### src/rtl/rx_2_if.sv
// Frame-receive and DDR-write bus bundle for rx_2: TSE Avalon-ST receive sink plus
// Avalon-MM write master. The DUT uses the master view, the environment the slave view.
interface rx_2_if;
  logic [7:0]   ff_rx_data;
  logic         ff_rx_sop;
  logic         ff_rx_eop;
  logic         ff_rx_err;
  logic         ff_rx_dval;
  logic         ff_rx_rdy;
  logic [24:0]  amm_addr;
  logic [255:0] amm_writedata;
  logic [31:0]  amm_byteenable;
  logic [6:0]   amm_burstcount;
  logic         amm_write;
  logic         amm_read;
  logic         amm_ready;

  modport master (
    input  ff_rx_data, ff_rx_sop, ff_rx_eop, ff_rx_err, ff_rx_dval,
    output ff_rx_rdy,
    output amm_addr, amm_writedata, amm_byteenable, amm_burstcount, amm_write, amm_read,
    input  amm_ready
  );

  modport slave (
    output ff_rx_data, ff_rx_sop, ff_rx_eop, ff_rx_err, ff_rx_dval,
    input  ff_rx_rdy,
    input  amm_addr, amm_writedata, amm_byteenable, amm_burstcount, amm_write, amm_read,
    output amm_ready
  );
endinterface

### src/rtl/rx_2.sv
// Receive-side DMA writer: packs one Ethernet frame into 256-bit words and writes them
// to DDR through a single write-hold register backed by one accumulator.
module rx_2 #(
  parameter int unsigned MAX_FRAME_BYTES = 1536
) (
  input  logic        avalon_clk,
  input  logic        rst_n,
  rx_2_if.master      bus,
  input  logic [24:0] start_ram_addr,
  input  logic        cmd_recv,
  output logic        busy,
  output logic        frame_done,
  output logic [15:0] frame_len,
  output logic        frame_err
);

  typedef enum logic [1:0] {IDLE, WAIT_SOP, RECV, FLUSH} state_t;

  localparam logic [15:0] MAX_BYTES = 16'(MAX_FRAME_BYTES);

  state_t       state;
  logic [255:0] acc_data;
  logic [5:0]   acc_cnt;
  logic         acc_full;
  logic [15:0]  byte_cnt;
  logic         trunc;
  logic         err_q;

  logic [255:0] acc_nxt;
  logic [5:0]   cnt_nxt;
  logic         accept;
  logic         frame_byte;
  logic         store;
  logic         last;
  logic         close;
  logic         pending;
  logic         hold_free;
  logic         load;
  logic         acc_full_nxt;
  logic         flush_done;

  function automatic logic [31:0] lane_mask(input logic [5:0] n);
    logic [31:0] m;
    m = '0;
    for (int unsigned i = 0; i < 32; i++) m[i] = (i < 32'(n));
    return m;
  endfunction

  assign bus.amm_burstcount = 7'd1;
  assign bus.amm_read       = 1'b0;

  always_comb begin
    accept     = bus.ff_rx_dval && bus.ff_rx_rdy;
    frame_byte = accept && ((state == WAIT_SOP && bus.ff_rx_sop) || state == RECV);
    store      = frame_byte && (byte_cnt < MAX_BYTES);
    last       = frame_byte && bus.ff_rx_eop;

    acc_nxt = acc_data;
    if (store) acc_nxt[{byte_cnt[4:0], 3'b000} +: 8] = bus.ff_rx_data;
    cnt_nxt = acc_cnt + {5'd0, store};

    // An eop that lands after truncation with nothing buffered closes no word.
    close        = !acc_full && ((cnt_nxt == 6'd32) || (last && cnt_nxt != 6'd0));
    pending      = acc_full || close;
    hold_free    = !bus.amm_write || bus.amm_ready;
    load         = pending && hold_free;
    acc_full_nxt = pending && !hold_free;
    flush_done   = (state == FLUSH) && (acc_cnt == 6'd0) && !acc_full && hold_free;
  end

  always_ff @(posedge avalon_clk) begin
    if (!rst_n) begin
      state              <= IDLE;
      acc_data           <= '0;
      acc_cnt            <= '0;
      acc_full           <= 1'b0;
      byte_cnt           <= '0;
      trunc              <= 1'b0;
      err_q              <= 1'b0;
      busy               <= 1'b0;
      frame_done         <= 1'b0;
      frame_len          <= '0;
      frame_err          <= 1'b0;
      bus.ff_rx_rdy      <= 1'b0;
      bus.amm_write      <= 1'b0;
      bus.amm_addr       <= '0;
      bus.amm_writedata  <= '0;
      bus.amm_byteenable <= '0;
    end else begin
      frame_done    <= 1'b0;
      bus.ff_rx_rdy <= !acc_full_nxt;

      if (bus.amm_write && bus.amm_ready) bus.amm_addr <= bus.amm_addr + 25'd1;

      if (load) begin
        bus.amm_write      <= 1'b1;
        bus.amm_writedata  <= acc_nxt;
        bus.amm_byteenable <= lane_mask(cnt_nxt);
      end else if (bus.amm_ready) begin
        bus.amm_write <= 1'b0;
      end

      if (load) begin
        acc_data <= '0;
        acc_cnt  <= '0;
      end else begin
        acc_data <= acc_nxt;
        acc_cnt  <= cnt_nxt;
      end
      acc_full <= acc_full_nxt;

      byte_cnt <= byte_cnt + {15'd0, store};
      if (frame_byte && !store) trunc <= 1'b1;
      if (last) err_q <= bus.ff_rx_err;

      case (state)
        IDLE: begin
          if (cmd_recv) begin
            bus.amm_addr <= start_ram_addr;
            byte_cnt     <= '0;
            trunc        <= 1'b0;
            err_q        <= 1'b0;
            busy         <= 1'b1;
            state        <= WAIT_SOP;
          end
        end
        WAIT_SOP: begin
          if (frame_byte) state <= last ? FLUSH : RECV;
        end
        RECV: begin
          if (last) state <= FLUSH;
        end
        FLUSH: begin
          if (flush_done) begin
            frame_done <= 1'b1;
            busy       <= 1'b0;
            frame_len  <= byte_cnt;
            frame_err  <= err_q || trunc;
            state      <= IDLE;
          end
        end
        default: state <= IDLE;
      endcase
    end
  end

endmodule

### src/flat_wrapper.sv
// flat-port wrapper written by rule: the top's interface ports become plain ports
module rx_2_flat 
#(
  parameter int unsigned MAX_FRAME_BYTES = 1536
)
  (avalon_clk, rst_n, start_ram_addr, cmd_recv, busy, frame_done, frame_len, frame_err, bus_ff_rx_data, bus_ff_rx_sop, bus_ff_rx_eop, bus_ff_rx_err, bus_ff_rx_dval, bus_ff_rx_rdy, bus_amm_addr, bus_amm_writedata, bus_amm_byteenable, bus_amm_burstcount, bus_amm_write, bus_amm_read, bus_amm_ready);
  rx_2_if bus_i ();
  input  logic avalon_clk;
  input  logic rst_n;
  input  logic [24:0] start_ram_addr;
  input  logic cmd_recv;
  output logic busy;
  output logic frame_done;
  output logic [15:0] frame_len;
  output logic frame_err;
  input wire logic [$bits(bus_i.ff_rx_data)-1:0] bus_ff_rx_data;
  input wire logic [$bits(bus_i.ff_rx_sop)-1:0] bus_ff_rx_sop;
  input wire logic [$bits(bus_i.ff_rx_eop)-1:0] bus_ff_rx_eop;
  input wire logic [$bits(bus_i.ff_rx_err)-1:0] bus_ff_rx_err;
  input wire logic [$bits(bus_i.ff_rx_dval)-1:0] bus_ff_rx_dval;
  output wire logic [$bits(bus_i.ff_rx_rdy)-1:0] bus_ff_rx_rdy;
  output wire logic [$bits(bus_i.amm_addr)-1:0] bus_amm_addr;
  output wire logic [$bits(bus_i.amm_writedata)-1:0] bus_amm_writedata;
  output wire logic [$bits(bus_i.amm_byteenable)-1:0] bus_amm_byteenable;
  output wire logic [$bits(bus_i.amm_burstcount)-1:0] bus_amm_burstcount;
  output wire logic [$bits(bus_i.amm_write)-1:0] bus_amm_write;
  output wire logic [$bits(bus_i.amm_read)-1:0] bus_amm_read;
  input wire logic [$bits(bus_i.amm_ready)-1:0] bus_amm_ready;
  assign bus_i.ff_rx_data = bus_ff_rx_data;
  assign bus_i.ff_rx_sop = bus_ff_rx_sop;
  assign bus_i.ff_rx_eop = bus_ff_rx_eop;
  assign bus_i.ff_rx_err = bus_ff_rx_err;
  assign bus_i.ff_rx_dval = bus_ff_rx_dval;
  assign bus_ff_rx_rdy = bus_i.ff_rx_rdy;
  assign bus_amm_addr = bus_i.amm_addr;
  assign bus_amm_writedata = bus_i.amm_writedata;
  assign bus_amm_byteenable = bus_i.amm_byteenable;
  assign bus_amm_burstcount = bus_i.amm_burstcount;
  assign bus_amm_write = bus_i.amm_write;
  assign bus_amm_read = bus_i.amm_read;
  assign bus_i.amm_ready = bus_amm_ready;
  rx_2 #(.MAX_FRAME_BYTES(MAX_FRAME_BYTES)) u_core (.avalon_clk(avalon_clk), .rst_n(rst_n), .bus(bus_i), .start_ram_addr(start_ram_addr), .cmd_recv(cmd_recv), .busy(busy), .frame_done(frame_done), .frame_len(frame_len), .frame_err(frame_err));
endmodule
### config.mk
export PLATFORM = sky130hd
export DESIGN_NAME = rx_2_flat
export DESIGN_NICKNAME = d
export VERILOG_FILES = /design/src/rtl/rx_2_if.sv /design/src/rtl/rx_2.sv /design/src/flat_wrapper.sv
export SDC_FILE = /design/constraint.sdc
export NUM_CORES = 1
export LEC_CHECK = 0
export ABC_AREA = 1
export CAP_MARGIN = 20
export CORE_MARGIN = 10
export CORE_UTILIZATION = 40
export DETAILED_ROUTE_END_ITERATION = 16
export DONT_BUFFER_PORTS = 1
export MAX_ROUTING_LAYER = met4
export PLACE_DENSITY = 0.53
export SYNTH_ARGS = -nofsm -noshare
export SYNTH_HDL_FRONTEND = slang
export SYNTH_SLANG_ARGS = --single-unit
export TNS_END_PERCENT = 50
### constraint.sdc
create_clock -name avalon_clk -period 4.8 [get_ports avalon_clk]
set_clock_uncertainty 0.1 [all_clocks]
set_input_delay 0.72 -clock avalon_clk [delete_from_list [all_inputs] [get_ports avalon_clk]]
set_output_delay 0.72 -clock avalon_clk [all_outputs]
set_load 0.05 [all_outputs]
==> results of run 1 <==
[state kept, by name (all words and copies together), names as in the netlist]
name	flops
u_core.frame_err	1
u_core.trunc	1
u_core.bus.amm_byteenable	32
u_core.acc_full	1
u_core.bus.amm_addr	25
u_core.frame_done	1
u_core.bus.amm_writedata	256
u_core.acc_cnt	6
u_core.bus.ff_rx_rdy	1
u_core.busy	1
u_core.err_q	1
u_core.acc_data	256
u_core.state	2
u_core.frame_len	16
u_core.byte_cnt	16
u_core.bus.amm_write	1
[stage by stage]
stage                     setup WS (ps)  instances
after floorplan                    1480       3122
after global placement              371       3721
after detailed placement            274       3721
after CTS                           257       3841
after global routing              -32.0       3845
final                               403       3846
[routing by layer]
metal | routed length (um) | track usage | up-vias | share of wire
met3 | 6740 | 0.0608 | 138 | 0.082
met5 | 0 | - | - | 0
met4 | 3210 | 0.0999 | 0 | 0.039
li1 | - | - | 9973 | -
met1 | 34900 | 0.278 | 9684 | 0.42
met2 | 37300 | 0.352 | 646 | 0.45
[final cells by class]
class                   count  area share
flip-flops and latches    617       0.467
multi-input cells        2075       0.365
clock buffers             100      0.0762
well taps                 773      0.0365
inverters                 231      0.0328
repair buffers             29      0.0145
clock inverters            20     0.00856
diodes                      1   0.0000946
[worst reg2reg max path, delay by kind of cell (launching register included)]
kind,cells,cell delay (ps)
AND/OR/NAND/NOR,9,1540
buffers and inverters,5,980
adder cells (fa/ha/maj),3,710
flip-flops,1,330
AO/OA/AOI/OAI,1,330
XOR/XNOR,1,290
[cells in the mapped netlist (20+ instances only)]
| cell | n | area (sq um) |
|---|---|---|
| nand2_1 | 608 | 2280 |
| and3_1 | 56 | 350 |
| buf_4 | 31 | 233 |
| nand3_1 | 392 | 1960 |
| o21ai_1 | 25 | 125 |
| a21oi_1 | 127 | 636 |
| nor3_1 | 20 | 100 |
| clkbuf_1 | 93 | 349 |
| o21ai_0 | 387 | 1940 |
| dfxtp_1 | 617 | 12400 |
| inv_1 | 226 | 848 |
| buf_2 | 57 | 285 |
| nand4_1 | 23 | 144 |
| nor2_1 | 342 | 1280 |
[cells by family after synthesis]
kind of cell / count (synthesis) / share of synthesized area
adder cells (fa/ha/maj): 14 / 0.00738
XOR/XNOR: 21 / 0.00806
buffers and inverters: 431 / 0.0766
other: 2 / 0.000316
AND/OR/NAND/NOR: 1475 / 0.269
AO/OA/AOI/OAI: 556 / 0.119
flip-flops: 617 / 0.520
[worst paths after layout]
kind / endpoint / slack [ps] / depth (start not counted) / from
max reg2reg: u_core.acc_data[27] / 400 / 19 / u_core.state[1]
min: u_core.err_q / 170 / 2 / bus_ff_rx_err
max: u_core.acc_data[27] / 400 / 19 / u_core.state[1]
min reg2reg: u_core.acc_data[236] / 370 / 2 / u_core.acc_data[236]
[power by group]
| group | switching [mW] | internal, mW |
|---|---|---|
| clock network | 2.10 | 3.13 |
| logic | 0.431 | 0.173 |
| registers | 0.384 | 5.22 |
| total | 2.91 | 8.52 |
[timing repair]
item | CTS | global route
hold buffers | 0 | 0
setup endpoints to repair | 0 | 334
resized for setup | 0 | 4
==> results.md, run 1 <==
- Flop and latch count out of synthesis: 617
- Number of max-cap violations: 0
- Area of the multi-input gates: 9650 sq um
- Netlist Area Pre-Place: 23700 sq um
- Post-Synthesis Mean Instance Area: 7.62 sq um
- Setup repair after global routing missed its margin: yes
- Number of design-rule violations left by the first detailed-router iteration: 1635
- Area after detailed placement: 24100 sq um
- DRT Wirelength: 82200 um
- Final design instance area without fill: 26500 sq um
- Static leakage power: 10.8 nW
- Proportion of synthesized flip-flops having asynchronous set or reset: 0
- DRC violation count after routing: 0
- Critical Path Sink Type: register
- Max clock buf depth: 3
- Final setup violation count: 0
- Final Max Slew Viols: 0
- Maximum fanout along the worst path: 53
- Setup Buffers After CTS: 0
- Number of port buffers: 0
- Number of rows in the core area: 89
- Number of vias in the routed layout: 20441
- Wire length of the first global-routing pass: 121000 um
- Floorplan die area: 69500 sq um
- Cell family contributing the most delay on the critical path: simple AND/OR/NAND/NOR gates
- Detail-routed net length per standard cell: 21.4 um
- Power per Cell Area: 432 nW/um^2
- Slew @ Worst Pin: 1060 ps
- Reg clk slew, reported paths: 60 ps
- EDFF count, synth: 0
- Insertion delay of the later-clocked pin in the worst-skew pair: 600 ps
- Hold slack final: 168 ps
- Total global routing overflow: 0
- DPL Wire Length: 55200 um
- Status: finished, final reports clean
- Peak supply drop: 0.270 mV
- Yosys warnings: 0
- Number of antenna violations at the first check in global routing: 1
- Initial standard-cell utilization of the core: 0.403
- Commonest non-fill, non-tap cell in the layout: dfxtp_1
- Fin util: 0.449
- Final worst-path cycle share: 0.916
- Power Total: 11.4 mW
- Cell chosen for the clock root: clkbuf_16
- Required time of the critical path: 5170 ps
- Peak clock frequency supported by timing: 227 MHz
- Total buffers and inverters traversed by the critical path: 5
- Gr usage total: 0.229
- TritonCTS clock tree: built
- Antenna-violating nets left: 0
- Final weighted congestion in routability-driven placement: 0.873
- Commonest non-fill, non-tap cells in the layout: 617 x dfxtp_1, 608 x nand2_1, 392 x nand3_1
- Core region area: 58900 sq um
- Largest stage delay, worst path: 330 ps
- Number of buffers added by the clock tree synthesis step: 68
- Slew Limit Headroom: 0.291
- Master of the slowest instance on the critical path: dfxtp_1
- Flip-flop cell with the highest count after synthesis: dfxtp_1
- Horizontal extent of the die: 264 um
- Part of the Yosys area used for sequential elements: 0.520
- Maximum number of pins on one net before global-route repair: 388
- Area occupied by registers: 12400 sq um
- Via density per instance: 5.31
- Critical path cell sequence: inv_1 -> ha_1 -> nand2_1 -> a21oi_1 -> nand2_2 -> inv_2 -> ha_1 -> ha_1 -> xor2_1 -> inv_1 -> nand3_1 -> inv_1 -> nand2_1 -> nand2_1 -> nand2_4 -> nand2_8 -> nand2_8 -> buf_12 -> nor2_1
- Number of clock sinks: 617
- Ports: 383
- Type of the setup path with the least slack: register to register
- First-pass iteration count of the detailed router: 6
- # nets final: 3077
- Setup TNS Final: 0 ps
- Time the worst path needs with I/O delays and setup: 4400 ps
- Kind of start point of the critical path: register
- Synthesized instance count: 3116
- Type of the tightest min-delay check: primary input to register
- Die height: 264 um
- Area added between synthesis and finish: 11.5%
- Clock H-tree levels: 3
- Hold violation total from the final report: 0
- Ratio of cells with drive above 1 in the final layout: 0.0527
- Data arrival time of the worst path: 4770 ps
- Number of global-route vias before repair: 19136
- FILL cells: 5912
- Count of unique library cells instantiated by Yosys: 46
(Power assumes the default switching activity.)
==> inputs of run 2 (changes only) <==
--- a/config.mk
+++ b/config.mk
@@ -5,10 +5,11 @@
 export SDC_FILE = /design/constraint.sdc
 export NUM_CORES = 1
 export LEC_CHECK = 0
-export ABC_AREA = 1
+export ABC_AREA = 0
 export CAP_MARGIN = 20
 export CORE_MARGIN = 10
 export CORE_UTILIZATION = 40
+export CTS_CLUSTER_DIAMETER = 30
 export DETAILED_ROUTE_END_ITERATION = 16
 export DONT_BUFFER_PORTS = 1
 export MAX_ROUTING_LAYER = met4
==> results.md, run 2 <==
- Status: finished, final reports clean (unchanged)
- Via density per instance: 5.25 (was 5.31)
- Total global routing overflow: 0 (unchanged)
- Last element of the critical path: u_core.bus.amm_writedata[50] (was u_core.acc_data[27])
- Count of unique library cells instantiated by Yosys: 69 (was 46)
- Post-Synthesis Mean Instance Area: 9.55 sq um (was 7.62 sq um)
- Insertion delay of the later-clocked pin in the worst-skew pair: 660 ps (was 600 ps)
- Clock network power share: 0.431 (was 0.457)
- EDFF count, synth: 0 (unchanged)
- FILL cells: 5375 (was 5912)
- First-pass iteration count of the detailed router: 5 (was 6)
- Gr usage total: 0.209 (was 0.229)
- Netlist Area Pre-Place: 23200 sq um (was 23700 sq um)
- Maximum fanout along the worst path: 40 (was 53)
- Fin util: 0.491 (was 0.449)
- Type of the setup path with the least slack: register to register (unchanged)
- Number of rows in the core area: 88 (was 89)
- Largest stage delay, worst path: 470 ps (was 330 ps)
- Kind of start point of the critical path: register (unchanged)
- Number of max-cap violations: 0 (unchanged)
- Sw Pwr: 7.72 mW (was 2.91 mW)
- Leading post-synthesis cells by cell area: dfxtp_1 53%, mux2i_1 11%, nor2_1 10% (was dfxtp_1 52%, nand2_1 9.6%, nand3_1 8.3%)
- Number of buffers added by the clock tree synthesis step: 121 (was 68)
- Horizontal extent of the die: 261 um (was 264 um)
- Reg clk slew, reported paths: 50 ps (was 60 ps)
- Area added between synthesis and finish: 21.6% (was 11.5%)
- Floorplan die area: 68100 sq um (was 69500 sq um)
- Final setup violation count: 0 (unchanged)
- Diode count: 0 (was 1)
- Type of the tightest min-delay check: primary input to register (unchanged)
- Part of the Yosys area used for sequential elements: 0.531 (was 0.520)
- DRT Wirelength: 71800 um (was 82200 um)
- Ports: 383 (unchanged)
- Length in cells of the worst reg-to-reg path: 12 (was 19)
- Number of vias in the routed layout: 17272 (was 20441)
- Number of antenna violations at the first check in global routing: 1 (unchanged)
- Peak supply drop: 0.463 mV (was 0.270 mV)
- Clock H-tree levels: 3 (unchanged)
- Flop and latch count out of synthesis: 617 (unchanged)
- Area share of the leading cell type in the synthesized netlist: 0.531 (was 0.520)
- Ranking of synthesized cells by instance count: 617 x dfxtp_1, 617 x nor2_1, 269 x a211oi_1 (was 617 x dfxtp_1, 608 x nand2_1, 392 x nand3_1)
- Data arrival time of the worst path: 4930 ps (was 4770 ps)
- Internal power summed over all cells: 12.8 mW (was 8.52 mW)
- Number of global-route vias before repair: 16899 (was 19136)
- Library cell occupying the most area in the post-synthesis netlist: dfxtp_1 (unchanged)
- Maximum number of pins on one net before global-route repair: 165 (was 388)
- Detail-routed net length per standard cell: 21.8 um (was 21.4 um)
- Die height: 261 um (was 264 um)
- Final Max Slew Viols: 0 (unchanged)
- Reg-to-reg critical path endpoint: u_core.bus.amm_writedata[50] (was u_core.acc_data[27])
- Commonest non-fill, non-tap cells in the layout: 617 x nor2_1, 617 x dfxtp_1, 269 x a211oi_1 (was 617 x dfxtp_1, 608 x nand2_1, 392 x nand3_1)
- Cell chosen for the clock root: clkbuf_16 (unchanged)
- Static leakage power: 11.0 nW (was 10.8 nW)
- DPL Wire Length: 48700 um (was 55200 um)
- Final worst-path cycle share: 0.932 (was 0.916)
- Switching Share: 0.375 (was 0.255)
- Setup repair after global routing missed its margin: no (was yes)
- Master of the slowest instance on the critical path: or3_4 (was dfxtp_1)
- TritonCTS clock tree: built (unchanged)
- Critical Path Sink Type: register (unchanged)
- Beginning of the worst register-to-register path: u_core.byte_cnt[11] (was u_core.state[1])
- Number of design-rule violations left by the first detailed-router iteration: 921 (was 1635)
- Slack of the worst reg-to-reg path: 330 ps (was 400 ps)
- # nets final: 2473 (was 3077)
- Sequential cell fraction of total power: 0.454 (was 0.490)
- Synthesized instance count: 2435 (was 3116)
- Critical path cell sequence: or3_4 -> nor4_4 -> ha_1 -> ha_1 -> nand2_1 -> o21ai_1 -> a2111oi_2 -> a211oi_4 -> clkbuf_16 -> buf_4 -> nor2_1 -> a211oi_1 (was inv_1 -> ha_1 -> nand2_1 -> a21oi_1 -> nand2_2 -> inv_2 -> ha_1 -> ha_1 -> xor2_1 -> inv_1 -> nand3_1 -> inv_1 -> nand2_1 -> nand2_1 -> nand2_4 -> nand2_8 -> nand2_8 -> buf_12 -> nor2_1)
- Number of port buffers: 0 (unchanged)
- Antenna-violating nets left: 0 (unchanged)
- Required time of the critical path: 5250 ps (was 5170 ps)
- DRC violation count after routing: 0 (unchanged)
- Peak clock frequency supported by timing: 224 MHz (was 227 MHz)
- Proportion of synthesized flip-flops having asynchronous set or reset: 0 (unchanged)
- Ratio of cells with drive above 1 in the final layout: 0.120 (was 0.0527)
- Initial standard-cell utilization of the core: 0.404 (was 0.403)
- Flip-flop cell with the highest count after synthesis: dfxtp_1 (unchanged)
- Power per Cell Area: 727 nW/um^2 (was 432 nW/um^2)
- Number of clock sinks: 617 (unchanged)
- Slew @ Worst Pin: 1040 ps (was 1060 ps)
- Slew Limit Headroom: 0.304 (was 0.291)
- CP Launch Point: u_core.byte_cnt[11] (was u_core.state[1])
- Setup TNS Final: 0 ps (unchanged)
- Final weighted congestion in routability-driven placement: 0.849 (was 0.873)
- Max clock buf depth: 3 (unchanged)
- Most frequent cell on the critical path: ha_1
- Time the worst path needs with I/O delays and setup: 4470 ps (was 4400 ps)
- Hold violation total from the final report: 0 (unchanged)
- Core region area: 57600 sq um (was 58900 sq um)
- Regs by FF count: u_core.acc_data: 256 flops, u_core.bus.amm_writedata: 256 flops, u_core.bus.amm_byteenable: 32 flops (unchanged)
- Yosys warnings: 0 (unchanged)
- Combinational fraction of design power: 0.115 (was 0.053)
- Wire length of the first global-routing pass: 107000 um (was 121000 um)
## run 2: what timing repair did
action                                  in CTS  in global routing
endpoints found under the setup margin       0                 77
hold endpoints to repair                     0                  0
hold buffers                                 0                  0
setup buffers                                0                  2
resized for setup                            0                  2
## run 2: kinds of logic (layout without fill, tap and decap cells)
logic type                 after synthesis  count (layout)  synth area share
and+or+nand+nor                        903             903             0.169
adders and majority gates               14              14           0.00754
muxes                                  250             250             0.108
other                                    2               8          0.000323
xor gates and xnor gates                36              36            0.0136
buffers and inverters                  202             288            0.0394
DFF                                    617             617             0.531
AOI/OAI and AO/OA                      411             411             0.131
## run 2: final cells by class
cell class / instances / area [sq um] / share of cell area
inverters: 14 / 60.1 / 0.00212
well taps: 765 / 957 / 0.0339
clock inverters: 80 / 1040 / 0.0368
flip-flops and latches: 617 / 12400 / 0.437
repair buffers: 42 / 474 / 0.0168
multi-input cells: 1622 / 10000 / 0.355
clock buffers: 152 / 3360 / 0.119
## run 2: routing by layer
metal | GRT usage | routed length [um]
met5 | - | 0
met4 | 0.0726 | 1990
met3 | 0.0636 | 5270
met2 | 0.335 | 34000
met1 | 0.247 | 30600
## run 2: power by group through the flow
stage / Combinational, mW / Clock [mW] / Sequential (mW)
after floorplan: 1.89 / 0 / 9.01
after global placement: 2.25 / 0 / 9.47
after detailed placement: 2.33 / 0 / 9.48
after CTS: 2.34 / 9.00 / 9.38
after global routing: 2.69 / 9.28 / 9.44
final: 2.36 / 8.86 / 9.34
## run 2: worst max-delay path, delay by kind of cell (launching register included)
family          cells  cell delay (ps)
fa+ha+maj           2              770
compound gates      4             1200
simple gates        4             1160
buf+inv             2              730
flops               1              370
## run 2: how the worst min path moves through the flow
stage | startpoint | end | slack, ps | cells after the start
global route | bus_ff_rx_err | u_core.err_q | 80 | 2
finish | bus_ff_rx_err | u_core.err_q | 100 | 2
CTS | rst_n | u_core.bus.amm_byteenable[12] | 60 | 1
detailed placement | u_core.err_q | u_core.err_q | 360 | 2
floorplan | u_core.err_q | u_core.err_q | 340 | 2
global placement | u_core.err_q | u_core.err_q | 340 | 2
## run 2: through the flow
stage | setup WS [ps] | std cells | hold slack [ps] | cell area (sq um) | total power, mW
after global placement | 547 | 3056 | 345 | 23800 | 11.7
final | 326 | 3292 | 101 | 28300 | 20.6
after global routing | 34.5 | 3292 | 85.0 | 28300 | 21.4
after floorplan | 1080 | 2441 | 336 | 23300 | 10.9
after CTS | 330 | 3288 | 55.9 | 28200 | 20.7
after detailed placement | 341 | 3056 | 364 | 23800 | 11.8
